==> src/rtl/mips32_prog_loader.sv <==
// -----------------------------------------------------------------------------
// mips32_prog_loader
//
// Program loader that sits in front of pipe_MIPS32. It takes a byte stream,
// builds big-endian 32-bit instruction words and writes them to instruction
// memory at word addresses 0, 1, 2, ... When it writes the HLT word
// (32'hfc000000), the load ends and cpu_start pulses for one cycle so that
// the CPU-side glue can clear PC and HALTED and release the core.
//
// Ports
//   clk1          single clock, rising edge
//   rst_n         synchronous active-low reset
//   load_req      start a load (sampled in IDLE, DONE and ERR only)
//   in_valid      byte-stream valid
//   in_data[7:0]  byte-stream data, most significant byte of each word first
//   in_ready      loader accepts a byte this cycle
//   mem_we        instruction-memory write enable, one cycle per word
//   mem_addr      write word address (holds its value between writes)
//   mem_wdata     write data (holds its value between writes)
//   cpu_start     one-cycle pulse after the HLT word has been written
//   busy          loader is in RECV or WRITE
//   done          loader is in DONE
//   overflow_err  loader is in ERR (memory filled without an HLT word)
//   word_count    words written in the current or last load, HLT included
//
// Handshake: a byte moves on a rising edge where in_valid and in_ready are
// both high. in_ready depends only on the state register and never on
// in_valid, so the producer may hold in_valid low for any number of cycles
// and a byte is never dropped or taken twice.
// -----------------------------------------------------------------------------
module mips32_prog_loader #(
    parameter int ADDR_W = 10
) (
    input  logic              clk1,
    input  logic              rst_n,
    input  logic              load_req,
    input  logic              in_valid,
    input  logic [7:0]        in_data,
    output logic              in_ready,
    output logic              mem_we,
    output logic [ADDR_W-1:0] mem_addr,
    output logic [31:0]       mem_wdata,
    output logic              cpu_start,
    output logic              busy,
    output logic              done,
    output logic              overflow_err,
    output logic [ADDR_W:0]   word_count
);

    localparam logic [31:0] HLT_WORD = 32'hfc000000;

    typedef enum logic [2:0] {
        S_IDLE  = 3'd0,
        S_RECV  = 3'd1,
        S_WRITE = 3'd2,
        S_DONE  = 3'd3,
        S_ERR   = 3'd4
    } state_t;

    state_t            state_q;
    state_t            state_d;

    logic [31:0]       word_q;
    logic [1:0]        byte_cnt_q;
    logic [ADDR_W-1:0] addr_q;
    logic [ADDR_W:0]   count_q;
    logic [ADDR_W-1:0] mem_addr_q;
    logic [31:0]       mem_wdata_q;
    logic              cpu_start_q;

    logic              hs;
    logic              last_byte;
    logic              is_hlt;
    logic              last_addr;
    logic [31:0]       word_next;

    assign hs        = in_valid && (state_q == S_RECV);
    assign last_byte = (byte_cnt_q == 2'd3);
    assign is_hlt    = (word_q == HLT_WORD);
    assign last_addr = (addr_q == {ADDR_W{1'b1}});
    assign word_next = {word_q[23:0], in_data};

    // State register and datapath.
    always_ff @(posedge clk1) begin
        if (!rst_n) begin
            state_q     <= S_IDLE;
            word_q      <= '0;
            byte_cnt_q  <= '0;
            addr_q      <= '0;
            count_q     <= '0;
            mem_addr_q  <= '0;
            mem_wdata_q <= '0;
            cpu_start_q <= 1'b0;
        end else begin
            state_q     <= state_d;
            cpu_start_q <= 1'b0;
            case (state_q)
                S_IDLE, S_DONE, S_ERR: begin
                    if (load_req) begin
                        addr_q     <= '0;
                        byte_cnt_q <= '0;
                        count_q    <= '0;
                    end
                end
                S_RECV: begin
                    if (hs) begin
                        word_q     <= word_next;
                        byte_cnt_q <= byte_cnt_q + 2'd1;
                        // The memory-facing address/data registers load only
                        // when a word completes, so they hold steady between
                        // writes while the next word is shifting in.
                        if (last_byte) begin
                            mem_addr_q  <= addr_q;
                            mem_wdata_q <= word_next;
                        end
                    end
                end
                S_WRITE: begin
                    count_q <= count_q + (ADDR_W+1)'(1);
                    // HLT wins over the full-memory check, so an HLT in the
                    // very last slot still ends the load cleanly.
                    if (is_hlt) begin
                        cpu_start_q <= 1'b1;
                    end else if (!last_addr) begin
                        addr_q <= addr_q + ADDR_W'(1);
                    end
                end
                default: ;
            endcase
        end
    end

    // Next-state and state-decoded outputs.
    always_comb begin
        state_d      = state_q;
        in_ready     = 1'b0;
        mem_we       = 1'b0;
        busy         = 1'b0;
        done         = 1'b0;
        overflow_err = 1'b0;
        case (state_q)
            S_IDLE: begin
                if (load_req) state_d = S_RECV;
            end
            S_RECV: begin
                in_ready = 1'b1;
                busy     = 1'b1;
                if (hs && last_byte) state_d = S_WRITE;
            end
            S_WRITE: begin
                mem_we = 1'b1;
                busy   = 1'b1;
                if (is_hlt)         state_d = S_DONE;
                else if (last_addr) state_d = S_ERR;
                else                state_d = S_RECV;
            end
            S_DONE: begin
                done = 1'b1;
                if (load_req) state_d = S_RECV;
            end
            S_ERR: begin
                overflow_err = 1'b1;
                if (load_req) state_d = S_RECV;
            end
            default: state_d = S_IDLE;
        endcase
    end

    assign mem_addr   = mem_addr_q;
    assign mem_wdata  = mem_wdata_q;
    assign cpu_start  = cpu_start_q;
    assign word_count = count_q;

endmodule

==> config.mk <==
export PLATFORM = sky130hd
export DESIGN_NAME = mips32_prog_loader
export DESIGN_NICKNAME = d
export VERILOG_FILES = /design/src/rtl/mips32_prog_loader.sv
export SDC_FILE = /design/constraint.sdc
export NUM_CORES = 1
export LEC_CHECK = 0
export CAP_MARGIN = 40
export CORE_ASPECT_RATIO = 2
export CORE_MARGIN = 2
export CORE_UTILIZATION = 45
export DETAILED_ROUTE_END_ITERATION = 6
export GPL_TIMING_DRIVEN = 0
export PLACE_DENSITY = 0.68
export SLEW_MARGIN = 5
export SYNTH_ARGS = -nofsm -noshare
export SYNTH_HDL_FRONTEND = slang
export SYNTH_SLANG_ARGS = --single-unit
==> constraint.sdc <==
create_clock -name clk1 -period 3.52 [get_ports clk1]
set_input_delay 0.352 -clock clk1 [delete_from_list [all_inputs] [get_ports clk1]]
set_output_delay 0.352 -clock clk1 [all_outputs]
set_load 0.05 [all_outputs]
; Yosys cells after proc, flatten, opt, wreduce, memory -nomap -nowiden
; Index checks and enable logic that the tools add are counted.
[totals]
latch_bits = 0
regBits = 101
rom_bits = 0
output_inout_bits = 59
mem_bits_rw = 0
wordCells = 57
memories = 0
[classes]
mux = 20
n_mul = 0
n_lt_le_gt_ge = 0
n_eq_ne = 12
shift = 0
reduce_logical = 14
bitwise_logic = 0
add_sub_neg = 3
div_mod_pow = 0
[ops]
columns = cell, count
row1 = "== test 32 bit, second input constant", 1
row2 = two-way mux 10 bit, 3
row3 = case mux 11 bit (2 select lines), 1
row4 = case mux 10 bit (2 select lines), 1
row5 = two-way mux 3 bit, 4
row6 = "adder 11 x 1 -> 11 bit, second input constant", 1
row7 = two-way mux 11 bit, 1
row8 = "adder 10 x 1 -> 10 bit, second input constant", 1
row9 = "== test 10 bit, second input constant", 1
row10 = case mux 3 bit (3 select lines), 1
row11 = AND reduction 2 bit, 4
row12 = "== test 3 x 2 -> 1 bit, second input constant", 2
row13 = two-way mux 1 bit, 6
row14 = "!= test 2 bit, second input constant", 3
row15 = AND reduction 3 bit, 2
row16 = two-way mux 2 bit, 2
row17 = "!= test 2 x 1 -> 1 bit, second input constant", 2
row18 = case mux 2 bit (2 select lines), 1
row19 = AND reduction 4 bit, 1
row20 = nonzero test 2 bit, 2
row21 = "== test 3 x 1 -> 1 bit, second input constant", 1
row22 = "== test 3 bit, second input constant", 1
row23 = logical NOT 3 bit, 1
row24 = OR reduction 3 bit, 1
row25 = 4 further kinds, 5

; Logic depth before layout (Yosys ltp)
[logic_depth]
ltp_word = 5
mapped_depth = 8

; Worst setup path after synthesis
; OpenSTA, ideal clock, no wires.
[synth_timing]
path_kind = flip-flop to flip-flop
startpoint = register state_q[1]
endpoint = register mem_wdata_q[0], in the netlist mem_wdata[0]
required_ps = 3388
synth_period_minus_slack_ps = 2185
setup_slack_ps = 1335
setup_ps = 132
t_arrival_ps = 2052
stages_incl_launch_ff = 9
cell_sequence = dfxtp_1 buf_4 nor3b_2 and2_1 clkbuf_1 nand2_1 clkbuf_1 nand2_1 a21oi_1
[synth_between]
elab_chain_cells = 3
[synth_lines]
columns = element, line_no
row1 = "start, declared", 60  ; state_t state_q;
row2 = "start signal, assigned", 95  ; state_q <= state_d;
row3 = == test 3 x 1 -> 1 bit *, "77, 97"
row4 = logical AND 1 bit, 77  ; assign hs = in_valid && (state_q == S_RECV);
row5 = AND reduction 3 bit (no line) *, n/a
row6 = "end signal, assigned", 114  ; mem_wdata_q <= word_next;
row7 = "end, declared", 68  ; logic [31:0] mem_wdata_q;
; Mark *: on every way between the ends. The rest lies on a longest branch, timed or not.
; A chain may end at the register's enable or synchronous reset.

; Worst setup path in the final report
[layout_timing]
startpoint = register state_q[1]
endpoint = output port busy
[layout_between]
elab_chain_cells = 3
[layout_lines]
columns = element, line_no
row1 = == test 3 x 1 -> 1 bit or == test 3 x 2 -> 1 bit (tied branches), 141  ; case (state_q)
row2 = OR reduction 2 bit (no line) *, n/a
row3 = two-way mux 1 bit *, 141
row4 = "end, declared", 44  ; output logic busy,
; Marked as above.

==> impl_metrics.csv <==
group,metric,value,unit
critical_path,critPathCaptureType,"output pin",
critical_path,max_stage_delay,0.83,ns
clock_network,cts_resized,0,
placement,port_buffers,69,
final_layout,drive_gt1_frac,0.0497,
clock_network,cts_htree_levels,3,
critical_path,crit_family,"buffers and inverters",
sta,drv_slew,0,
sta,holdWs,0.290,ns
global_routing,grt_pass1_wl,17900,um
die,die_h,139,um
logic_synthesis,synth_seq_cells,101,
sta,grt_setup_unrepaired,"no",
global_routing,antenna_found_initial,0,
critical_path,r2r-start,"word_q[1]",
final_layout,final_nets,614,
sta,setup_tns,0,ns
global_routing,track_usage,0.227,
critical_path,cp_max_fo,10,
sta,period_share,0.825,
min_path,hold_end,"word_count[5]",
routing,wl_per_cell,15.4,um
logic_synthesis,syn-cell-area,4110,um^2
routing,first_iter_violations,319,
sta,timing.fmax,344,MHz
final_layout,area.growth.synth_to_final,28.7,%
critical_path,path_cells,"buf_4, or3b_1, buf_6, clkbuf_1, o21ai_0, clkdlybuf4s50_1",
run,cap_violations,0,
global_routing,first_global_vias,3708,
sta,finalClockSkew,0.00375,ns
power,ir_drop,0.305,mV
die,die-area,9950,um^2
global_routing,grt_overflow,0,
power,power.leakage,0.00174,uW
routing,viasPerCell,5.58,
final_layout,antenna_cells,0,
logic_synthesis,synth-seq-area-share,0.492,
critical_path,cp.arrival,2.55,ns
die,placementRows,49,
clock_network,post_cts_buffers,0,
final_layout,multi_input_area,1900,um^2
sta,worstMarginPinSlew,0.580,ns
logic_synthesis,avgSynthCellArea,7.91,um^2
logic_synthesis,synth_edf_count,0,
final_layout,fill_cells,830,
logic_synthesis,synthArstFlopShare,0,
die,core,8950,um^2
min_path,min_from,"rst_n",
final_layout,register_area,2020,um^2
critical_path,startpoint_type,"register",
die,ioPinCount,71,
power,powerDensity,461,nW/um^2
logic_synthesis,ys_warn_count,0,
logic_synthesis,ys.flop_type,"dfxtp_1",
critical_path,critical-path-slowest-cell,"clkdlybuf4s50_1",
logic_synthesis,syn_inst,519,
placement,dp_hpwl,8110,um
critical_path,reg2reg_depth,6,
clock_network,cts_tree,"done",
critical_path,crit_required,3.17,ns
placement,place.gp.congestion,0.886,
sta,finalSetupViolCount,0,
final_layout,final_core_util,0.590,
min_path,hold_depth,2,
clock_network,clk_path_buf_depth,2,
sta,fin_crit,2.90,ns
critical_path,worst-path-buf-inv,4,
clock_network,clock_latency,0.35,ns
critical_path,r2r_end,"addr_q[6]",
logic_synthesis,ys_types,47,
clock_network,cts_root_buf,"clkbuf_16",
clock_network,numCtsBuffers,9,
status,status,"complete, no violations",
sta,fin_ws,0.616,ns
global_routing,grt_max_degree,16,
sta,hold_viol,0,
critical_path,rrSetupSlack,1.38,ns
sta,max-slew-margin-rel,0.613,
routing,drt_wl_total,10900,um
critical_path,crit_type,"register to output pin",
routing,ant_nets,0,
routing,dr.pass1.iters,5,
min_path,hold_path_class,"input pin to register",
routing,route.detailed.drc,0,
clock_network,clk_pin_slew_worst_paths,0.07,ns
die,start_util,0.459,
clock_network,clock-sinks,101,
die,fp.dieW,71.5,um
routing,num_vias,3937,
clock_network,hold_buffers,0,
placement,pre_cts_ws,0.996,ns
logic_synthesis,syn-num-nets,534,
[per-stage QoR]
stage	instances	area (um^2)	total power, uW
4_1_cts	706	5290	2450
2_1_floorplan	519	4110	1240
6_report	706	5290	2430
5_1_grt	706	5290	2500
3_3_place_gp	690	4920	1280
3_5_place_dp	690	4920	1290
[layout by cell type, fill, tap and decap left out, types with 5 or more instances in the layout]
cell	netlist	layout
a21oi_1	84	84
a31oi_1	10	10
dfxtp_1	101	101
buf_2	6	6
nand2_1	164	164
o211ai_1	7	7
inv_1	7	7
clkbuf_16	0	9
nand3_1	11	11
nor2_1	12	12
nand4_1	5	5
o21ai_0	10	10
clkbuf_1	23	24
clkdlybuf4s50_1	0	69
nor3_1	7	7
nor4_1	6	6
and3_1	6	6
[how the worst max path moves through the flow]
stage	from	depth (start not counted)	end	slack, ns
floorplan	state_q[1]	8	mem_wdata[0]	1.34
global placement	state_q[1]	6	busy	1.00
detailed placement	state_q[1]	6	busy	1.0
CTS	state_q[1]	6	busy	0.62
global route	state_q[1]	6	busy	0.51
finish	state_q[1]	6	busy	0.62
[registers in the layout, indices dropped and copies added (netlist names)]
name	cells
word_count	11
word_q	32
mem_addr	10
byte_cnt_q	2
cpu_start	1
state_q	3
mem_wdata	32
addr_q	10
[logic make-up after synthesis]
group,share of synthesized area
mux,0.0101
compound gates,0.179
buf+inv,0.0460
flops,0.492
simple gates,0.264
fa+ha+maj,0.00914
[cell usage after synthesis (5+ instances only)]
library cell	count	area, um^2
a21oi_1	84	420
a31oi_1	10	62.6
and3_1	6	37.5
buf_2	6	30.0
clkbuf_1	23	86.3
dfxtp_1	101	2020
inv_1	7	26.3
nand2_1	164	616
nand3_1	11	55.1
nand4_1	5	31.3
nor2_1	12	45.0
nor3_1	7	35.0
nor4_1	6	37.5
o211ai_1	7	52.6
o21ai_0	10	50.1
[final cells by class]
class                      count  area share
clock buffer                  13      0.0511
clock inverter                 3      0.0170
tap                          102      0.0241
inverter                       9     0.00876
sequential                   101       0.383
multi-input combinational    377       0.359
buffer                        32      0.0270
timing repair buffer          69       0.131
[power breakdown]
| part | leakage (uW) | switching (uW) | total [uW] | internal (uW) |
|---|---|---|---|---|
| clock network | 0.000176 | 421 | 1170 | 753 |
| logic | 0.000752 | 66.6 | 99.3 | 32.6 |
| registers | 0.000814 | 10.5 | 1160 | 1150 |
[layer usage]
layer  vias to the layer above  wire length, um  track usage
li1                       1954                -            -
met1                      1839             3940        0.230
met2                       117             6120        0.427
met3                        27              412       0.0211
met4                         0              395        0.133
met5                         -                0            0
[worst register-to-register path, delay by kind of cell (launching register included)]
family                 cells  cell delay, ns
flip-flops                 1            0.37
AND/OR/NAND/NOR            3            0.92
AO/OA/AOI/OAI              2            0.38
buffers and inverters      1            0.40
Power figures use the tool's default switching activity.
